## src/rtl/lfsr_rand_arbiter.sv

```systemverilog
// rtl/lfsr_rand_arbiter.sv - round-robin arbiter handing out unique Fibonacci LFSR words
// Warms the LFSR after reset/reseed, then serves one fresh word per single-cycle grant.
module lfsr_rand_arbiter #(
   parameter int               NUM_REQ       = 4,
   parameter int               WIDTH         = 8,
   parameter logic [WIDTH-1:0] SEED          = 8'h01,
   parameter logic [WIDTH-1:0] TAPS          = 8'hB8,
   parameter int               WARMUP_CYCLES = 4
) (
   input  logic               clk,
   input  logic               reset,
   input  logic [NUM_REQ-1:0] req,
   output logic [NUM_REQ-1:0] grant,
   output logic               rnd_valid,
   output logic [WIDTH-1:0]   rnd_data,
   input  logic               seed_load,
   input  logic [WIDTH-1:0]   seed_value,
   output logic               busy
);

   localparam int PW = (NUM_REQ > 1) ? $clog2(NUM_REQ) : 1;

   localparam logic [1:0] ST_WARMUP = 2'd0;
   localparam logic [1:0] ST_IDLE   = 2'd1;
   localparam logic [1:0] ST_SERVE  = 2'd2;

   localparam logic [7:0] WARM_LAST = 8'(WARMUP_CYCLES - 1);

   logic [1:0]       state;
   logic [WIDTH-1:0] lfsr;
   logic [7:0]       warm_cnt;
   logic [PW-1:0]    rr_ptr;

   logic [WIDTH-1:0] lfsr_next;
   logic [WIDTH-1:0] load_val;
   logic [PW-1:0]    winner;
   logic [PW-1:0]    idx;
   logic             found;

   assign lfsr_next = {lfsr[WIDTH-2:0], ^(lfsr & TAPS)};
   // A zero seed would lock the LFSR, so it is swapped for the reset seed.
   assign load_val  = (seed_value == '0) ? SEED : seed_value;
   assign busy      = (state == ST_WARMUP);

   always_comb begin
      found  = 1'b0;
      winner = '0;
      idx    = '0;
      for (int k = 1; k <= NUM_REQ; k++) begin
         idx = PW'((int'(rr_ptr) + k) % NUM_REQ);
         if (!found && req[idx]) begin
            found  = 1'b1;
            winner = idx;
         end
      end
   end

   always_ff @(posedge clk or posedge reset) begin
      if (reset) begin
         state     <= ST_WARMUP;
         lfsr      <= SEED;
         warm_cnt  <= '0;
         rr_ptr    <= PW'(NUM_REQ - 1);
         grant     <= '0;
         rnd_valid <= 1'b0;
         rnd_data  <= '0;
      end else begin
         grant     <= '0;
         rnd_valid <= 1'b0;
         case (state)
            ST_WARMUP: begin
               if (seed_load) begin
                  lfsr     <= load_val;
                  warm_cnt <= '0;
               end else begin
                  lfsr     <= lfsr_next;
                  warm_cnt <= warm_cnt + 8'd1;
                  if (warm_cnt == WARM_LAST)
                     state <= ST_IDLE;
               end
            end
            ST_IDLE: begin
               if (seed_load) begin
                  lfsr     <= load_val;
                  warm_cnt <= '0;
                  state    <= ST_WARMUP;
               end else if (found) begin
                  grant     <= NUM_REQ'(1) << winner;
                  rnd_valid <= 1'b1;
                  rnd_data  <= lfsr;
                  lfsr      <= lfsr_next;
                  rr_ptr    <= winner;
                  state     <= ST_SERVE;
               end
            end
            ST_SERVE: begin
               // The grant already issued stands; a reseed here only affects future words.
               if (seed_load) begin
                  lfsr     <= load_val;
                  warm_cnt <= '0;
                  state    <= ST_WARMUP;
               end else begin
                  state <= ST_IDLE;
               end
            end
            default: state <= ST_WARMUP;
         endcase
      end
   end

endmodule

```

## config.mk

```make
export PLATFORM = sky130hd
export DESIGN_NAME = lfsr_rand_arbiter
export DESIGN_NICKNAME = d
export VERILOG_FILES = /design/src/rtl/lfsr_rand_arbiter.sv
export SDC_FILE = /design/constraint.sdc
export NUM_CORES = 1
export LEC_CHECK = 0
export ABC_AREA = 0
export CAP_MARGIN = 20
export CORE_MARGIN = 8
export CORE_UTILIZATION = 56
export DETAILED_ROUTE_END_ITERATION = 10
export MAX_ROUTING_LAYER = met4
export PLACE_DENSITY = 0.81
export SLEW_MARGIN = 15
export SYNTH_ARGS = -nofsm -noshare
export SYNTH_HDL_FRONTEND = slang
export SYNTH_SLANG_ARGS = --single-unit
```

## constraint.sdc

```tcl
create_clock -name clk -period 5.5 [get_ports clk]
set_clock_uncertainty 0.15 [all_clocks]
set_input_delay 1.1 -clock clk [delete_from_list [all_inputs] [get_ports clk]]
set_output_delay 1.1 -clock clk [all_outputs]
set_load 0.05 [all_outputs]
```

==> results.md, run 1 <==
* Period Utilization, post-route at 59.1%
* Max_cap viols at 0
* CTS buffer count at 5
* Setup violators final at 0
* Worst-path fanout max at 6
* Syn Inst Count at 160
* GRT overflow at 0
* Clock Latency Late Sink at 330 ps
* Post-synth EDFFs at 0
* Initial core utilization at 57.6%
* DIE WIDTH at 71.4 um
* Die Y at 71.4 um
* Vias at 1301
* Setup crit start kind: flip-flop
* Worst EP arrival at 2000 ps
* Synth warn at 0
* H-tree depth at 2
* Post-synthesis async set-or-reset flop share at 100%
* IO Pins at 29
* Post-layout util at 69.3%
* Post-synthesis sequential area ratio at 48.3%
* Fin. Hold Viols at 0
* Commonest non-fill, non-tap cell in the layout: dfrtp_1
* Status: finished clean
* Max Clock Freq at 308 MHz
* Largest net degree at the start of global routing at 34
* Total Routed Length at 3580 um
* DRC violations left at 0
* Initial antenna violation count at 0
* Slew Limit Headroom at 37.0%
* Fill cells at 233
* Final min period at 3250 ps
* Pwr dens at 555 nW/um^2
* Most frequent cells in the layout: dfrtp_1, clkdlybuf4s50_1, a21oi_1, nor2_1, mux2i_1
* Wire per inst at 15.9 um
* GPL Wtd Cong at 0.812
* # rows at 20
* Final Power at 1150 uW
* Area Overhead vs Synth at 20.2%
* Net count reported at finish at 212
* Yosys cell types at 40
* Crit path launch: state[0]$_DFFE_PP0P_
* Initial DRC count at 50
* Post-route ant nets at 0
* DP Wirelength at 2620 um
* Hold_buf cts at 0
* Seq cells post-synth at 33
* Hold Crit Start: lfsr[0]$_DFFE_PP1P_
* Clk buf depth at 2
* CTS tree: built
* Number of global-route vias before repair at 1402
* Post-CTS Setup Bufs at 0
* Critical path type: reg2out
* Total GRT Usage at 16.1%
* First-pass GRT wire length at 6360 um
* Number of buffers added on ports at 28
* Hold crit path type: reg2reg
* Core region area at 2980 sq um
* First-pass detailed-route iteration total at 4
* Syn_nets at 181
* Clock Pin Slew Worst Setup and Hold Paths at 100 ps
* PostCTS Resize Cnt at 0
* Cell leakage power at 0.000882 uW
* Max-slew violations at 0
* Post-synth top flop: dfrtp_1
* Maximum vdd drop at 0.371 mV
* Routed vias/inst at 5.78
* Crit. End Element: output pin
* Critical Path RT at 4250 ps
* Least-Margin Pin Slew at 943 ps
* Unrepaired setup endpoints after global routing: no
* Clk Tree Root Cell: clkbuf_4
* Syn avg cell area at 10.7 sq um
* Die area at 5090 sq um
* Clk sink count at 33
* R2R Path Start: state[0]$_DFFE_PP0P_
* Layout cells sized above 1 at 13.5%
* Post-Syn Area at 1720 sq um
* Final TNS setup at 0 ps
* # diodes at 0
==> worst max-delay path, cell delays in order (launching register included) <==
cell and delay [ps]:
dfrtp_1 430, inv_1 120, ha_1 270, clkdlybuf4s50_1 850
==> Yosys cell counts, drive strengths merged, types with 5 or more instances <==
library cell	n	area (sq um)
inv	8	30.0
nor2	15	58.8
ha	6	75.1
o21ai	8	40.0
a21oi	15	75.1
dfrtp	30	751
mux2	9	116
nor3	5	25.0
mux2i	10	100
nand2	8	30.0
==> logic make-up (layout without fill, tap and decap cells) <==
logic type      count (synthesis)  count (layout)  synth area share [%]
buf+inv                        13              45                  3.86
fa+ha+maj                       6               6                  4.37
flops                          33              33                  48.3
xor+xnor                        3               3                  1.53
simple gates                   49              49                  15.7
compound gates                 37              37                  13.6
mux                            19              19                  12.6
==> state kept, by name, summed over array words and instances (netlist names) <==
register and count:
state 2, rr_ptr 2, warm_cnt 8, rnd_valid 1, lfsr 8, rnd_data 8, grant 4
==> power breakdown <==
part           total [uW]  leakage, uW  switching (uW)  internal (uW)
Sequential            421     0.000408            79.4            342
Combinational         597     0.000442             356            240
Clock                 128    0.0000320            79.2           48.6
==> routing by layer <==
metal,GRT usage (%),vias up,routed length [um]
met5,-,-,0
met1,18.6,632,1620
li1,-,637,-
met2,25.7,25,1740
met3,5.30,7,165
met4,5.31,0,44
==> per-stage QoR <==
step / instances / hold WS [ps] / cell area, sq um / worst slack (ps)
floorplan: 160 / 320 / 1720 / 3090
global placement: 217 / 338 / 2010 / 1950
detailed placement: 217 / 347 / 2010 / 1850
CTS: 225 / 378 / 2060 / 2220
global route: 225 / 396 / 2060 / 2150
finish: 225 / 373 / 2060 / 2250
==> area by class of cell <==
type / instances / area (sq um) / share of cell area (%)
clock buffer: 6 / 41.3 / 2.00
multi-input combinational: 114 / 823 / 39.9
clock inverter: 2 / 10.0 / 0.485
sequential: 33 / 830 / 40.2
timing repair buffer: 29 / 288 / 13.9
inverter: 8 / 30.0 / 1.46
tap: 33 / 41.3 / 2.00
==> worst paths after layout <==
path	endpoint	slack, ps	depth (start not counted)
setup / recovery	busy	2250	3
hold / removal	lfsr[0]$_DFFE_PP1P_	370	2
setup reg to reg	lfsr[0]$_DFFE_PP1P_	3180	6
hold reg to reg	lfsr[0]$_DFFE_PP1P_	370	2
max in group asynchronous	lfsr[0]$_DFFE_PP1P_	3870	3
min in group asynchronous	lfsr[6]$_DFFE_PP0P_	990	3
Power figures use the tool's default switching activity.
==> run 2, diff against run 1 <==
CORE_UTILIZATION = 52   (was 56)
PLACE_DENSITY = 0.75   (was 0.81)
clock period = 3 ns   (was 5.5 ns; I/O delays follow)
==> run 2 against run 1 <==
Net effect:
- register-to-register slack worse by 2300 ps
- combinational power up 88%
- total power up 94%
- die area up 5.9%
- cell area up 3.3%
- cell count up 7.1%
- clock power rose to 2.6 times the previous value
- critical path type unchanged
- critical endpoint unchanged
==> results.md, run 2 (synthesis gave the netlist of run 1 again) <==
* Initial DRC count at 71 (+42%)
* Clk buf depth at 2 (unchanged)
* Worst EP arrival at 2010 ps (about the same)
* Final Power at 2220 uW (+94%)
* Internal Power at 1260 uW (+100%)
* Setup crit start kind: flip-flop
* # diodes at 0 (unchanged)
* Area Overhead vs Synth at 24.2%
* Post-route ant nets at 0 (unchanged)
* Clock Pin Slew Worst Setup and Hold Paths at 110 ps (about the same)
* Slew Limit Headroom at 62.8% (+26 points)
* Hold Crit Start: lfsr[0]$_DFFE_PP1P_
* R2R Path Start: state[0]$_DFFE_PP0P_
* Max Clock Freq at 363 MHz
* Sw frac at 43.3% (-1.6 points)
* Worst-path fanout max at 6 (unchanged)
* Die Y at 73.5 um (+2.9%)
* Total Routed Length at 3650 um (+2.0%)
* Clk Tree Root Cell: clkbuf_4
* Clk pwr share at 15.1% (+3.9 points)
* RR Endpoint: lfsr[4]$_DFFE_PP0P_
* PostCTS Resize Cnt at 0 (unchanged)
* Die area at 5400 sq um (+5.9%)
* Maximum vdd drop at 0.850 mV (+130%)
* Critical Path RT at 2250 ps (-2000 ps)
* Fin. Hold Viols at 0 (unchanged)
* Share of total power in combinational logic at 50.4% (-1.7 points)
* GRT overflow at 0 (unchanged)
* Net count reported at finish at 215 (+1.4%)
* Setup violators final at 0 (unchanged)
* Hold Crit Endpoint: lfsr[0]$_DFFE_PP1P_
* Least-Margin Pin Slew at 557 ps (-385 ps)
* Fill cells at 292 (+25%)
* Max-slew violations at 0 (unchanged)
* Cell depth of the worst flop-to-flop path at 7 (+1)
* Total GRT Usage at 15.3% (-0.81 points)
* First-pass GRT wire length at 6190 um (-2.7%)
* H-tree depth at 2 (unchanged)
* Final TNS setup at 0 ps (unchanged)
* DIE WIDTH at 73.5 um (+2.9%)
* CTS tree: built
* Hold crit path type: reg2reg
* Sw Pwr at 962 uW (+87%)
* Wire per inst at 15.1 um (-4.8%)
* Unrepaired setup endpoints after global routing: no
* Core region area at 3260 sq um (+9.4%)
* Post-layout util at 65.4% (-3.8 points)
* IO Pins at 29 (unchanged)
* Period Utilization, post-route at 91.9%
* Sequential group share of total power at 34.5% (-2.3 points)
* Final min period at 2760 ps
* GPL Wtd Cong at 0.793 (-2.3%)
* Reg2reg setup slack at 910 ps (-2270 ps)
* Crit path launch: state[0]$_DFFE_PP0P_
* Clock Latency Late Sink at 340 ps (about the same)
* DRC violations left at 0 (unchanged)
* Layout cells sized above 1 at 14.9% (+1.3 points)
* Number of buffers added on ports at 28 (unchanged)
* Number of global-route vias before repair at 1330 (-5.1%)
* Crit. End Element: output pin
* Cell leakage power at 0.000906 uW (+2.7%)
* Largest registers: lfsr (8), rnd_data (8), warm_cnt (8)
* Critical path type: reg2out
* Post-CTS Setup Bufs at 0 (unchanged)
* Most frequent cells in the layout: dfrtp_1, clkdlybuf4s50_1, a21oi_1, nor2_1, mux2i_1
* DP Wirelength at 2690 um (+2.7%)
* Largest net degree at the start of global routing at 34 (unchanged)
* Vias at 1326 (+1.9%)
* Commonest non-fill, non-tap cell in the layout: dfrtp_1
* Pwr dens at 1040 nW/um^2 (+88%)
* Status: finished clean
* Routed vias/inst at 5.50 (-4.8%)
* First-pass detailed-route iteration total at 4 (unchanged)
* Clk sink count at 33 (unchanged)
* Max_cap viols at 0 (unchanged)
* Initial core utilization at 52.7% (-5.0 points)
* Hold_buf cts at 0 (unchanged)
* CTS buffer count at 5 (unchanged)
* Initial antenna violation count at 0 (unchanged)
* Hold depth at 2 (unchanged)
* # rows at 21 (+5.0%)
==> run 2: changes by cell type in the layout (fill, tap and decap cells not counted), sizes merged <==
cell / change
buf: +3
bufinv: +1
clkbuf: -1
clkinv: -1
clkinvlp: +1
==> run 2: worst max-delay path: stages, from the launching register on <==
cell             delay (ps)
dfrtp_1                 440
inv_1                   110
ha_1                    260
clkdlybuf4s50_1         850
==> run 2: metal layers <==
metal | track usage [%] | vias to the layer above | routed length (um)
met5 | - | - | 0
li1 | - | 640 | -
met4 | 7.54 | 0 | 68
met2 | 23.4 | 30 | 1690
met1 | 17.7 | 648 | 1690
met3 | 4.77 | 8 | 199
==> run 2: power groups by stage <==
stage | logic [uW] | registers, uW | clock network, uW
after floorplan | 590 | 978 | 0
after global placement | 1090 | 765 | 0
after detailed placement | 1120 | 772 | 0
after CTS | 1130 | 766 | 344
after global routing | 1200 | 791 | 361
final | 1120 | 766 | 336
==> run 2: layout make-up <==
class	count	area, sq um	share of cell area [%]
inverters	8	30.0	1.41
multi-input cells	114	821	38.5
flip-flops and latches	33	830	38.9
clock inverters	3	46.3	2.17
clock buffers	5	37.5	1.76
repair buffers	32	310	14.6
well taps	46	57.6	2.70
==> run 2: per-stage QoR <==
| stage | instances | worst slack [ps] | hold WS, ps | instance area [sq um] |
|---|---|---|---|---|
| after floorplan | 160 | 956 | 320 | 1720 |
| after global placement | 233 | 543 | 347 | 2050 |
| after detailed placement | 233 | 418 | 342 | 2050 |
| after CTS | 241 | 230 | 362 | 2130 |
| after global routing | 241 | 139 | 390 | 2130 |
| final | 241 | 243 | 364 | 2130 |
==> run 2: how the worst max path moves through the flow <==
stage,endpoint,slack (ps),depth (start not counted)
after floorplan,warm_cnt[7]$_DFFE_PP0P_,960,5
after global placement,lfsr[5]$_DFFE_PP0P_,540,6
after detailed placement,lfsr[4]$_DFFE_PP0P_,420,6
after CTS,busy,230,3
after global routing,busy,140,3
final,busy,240,3
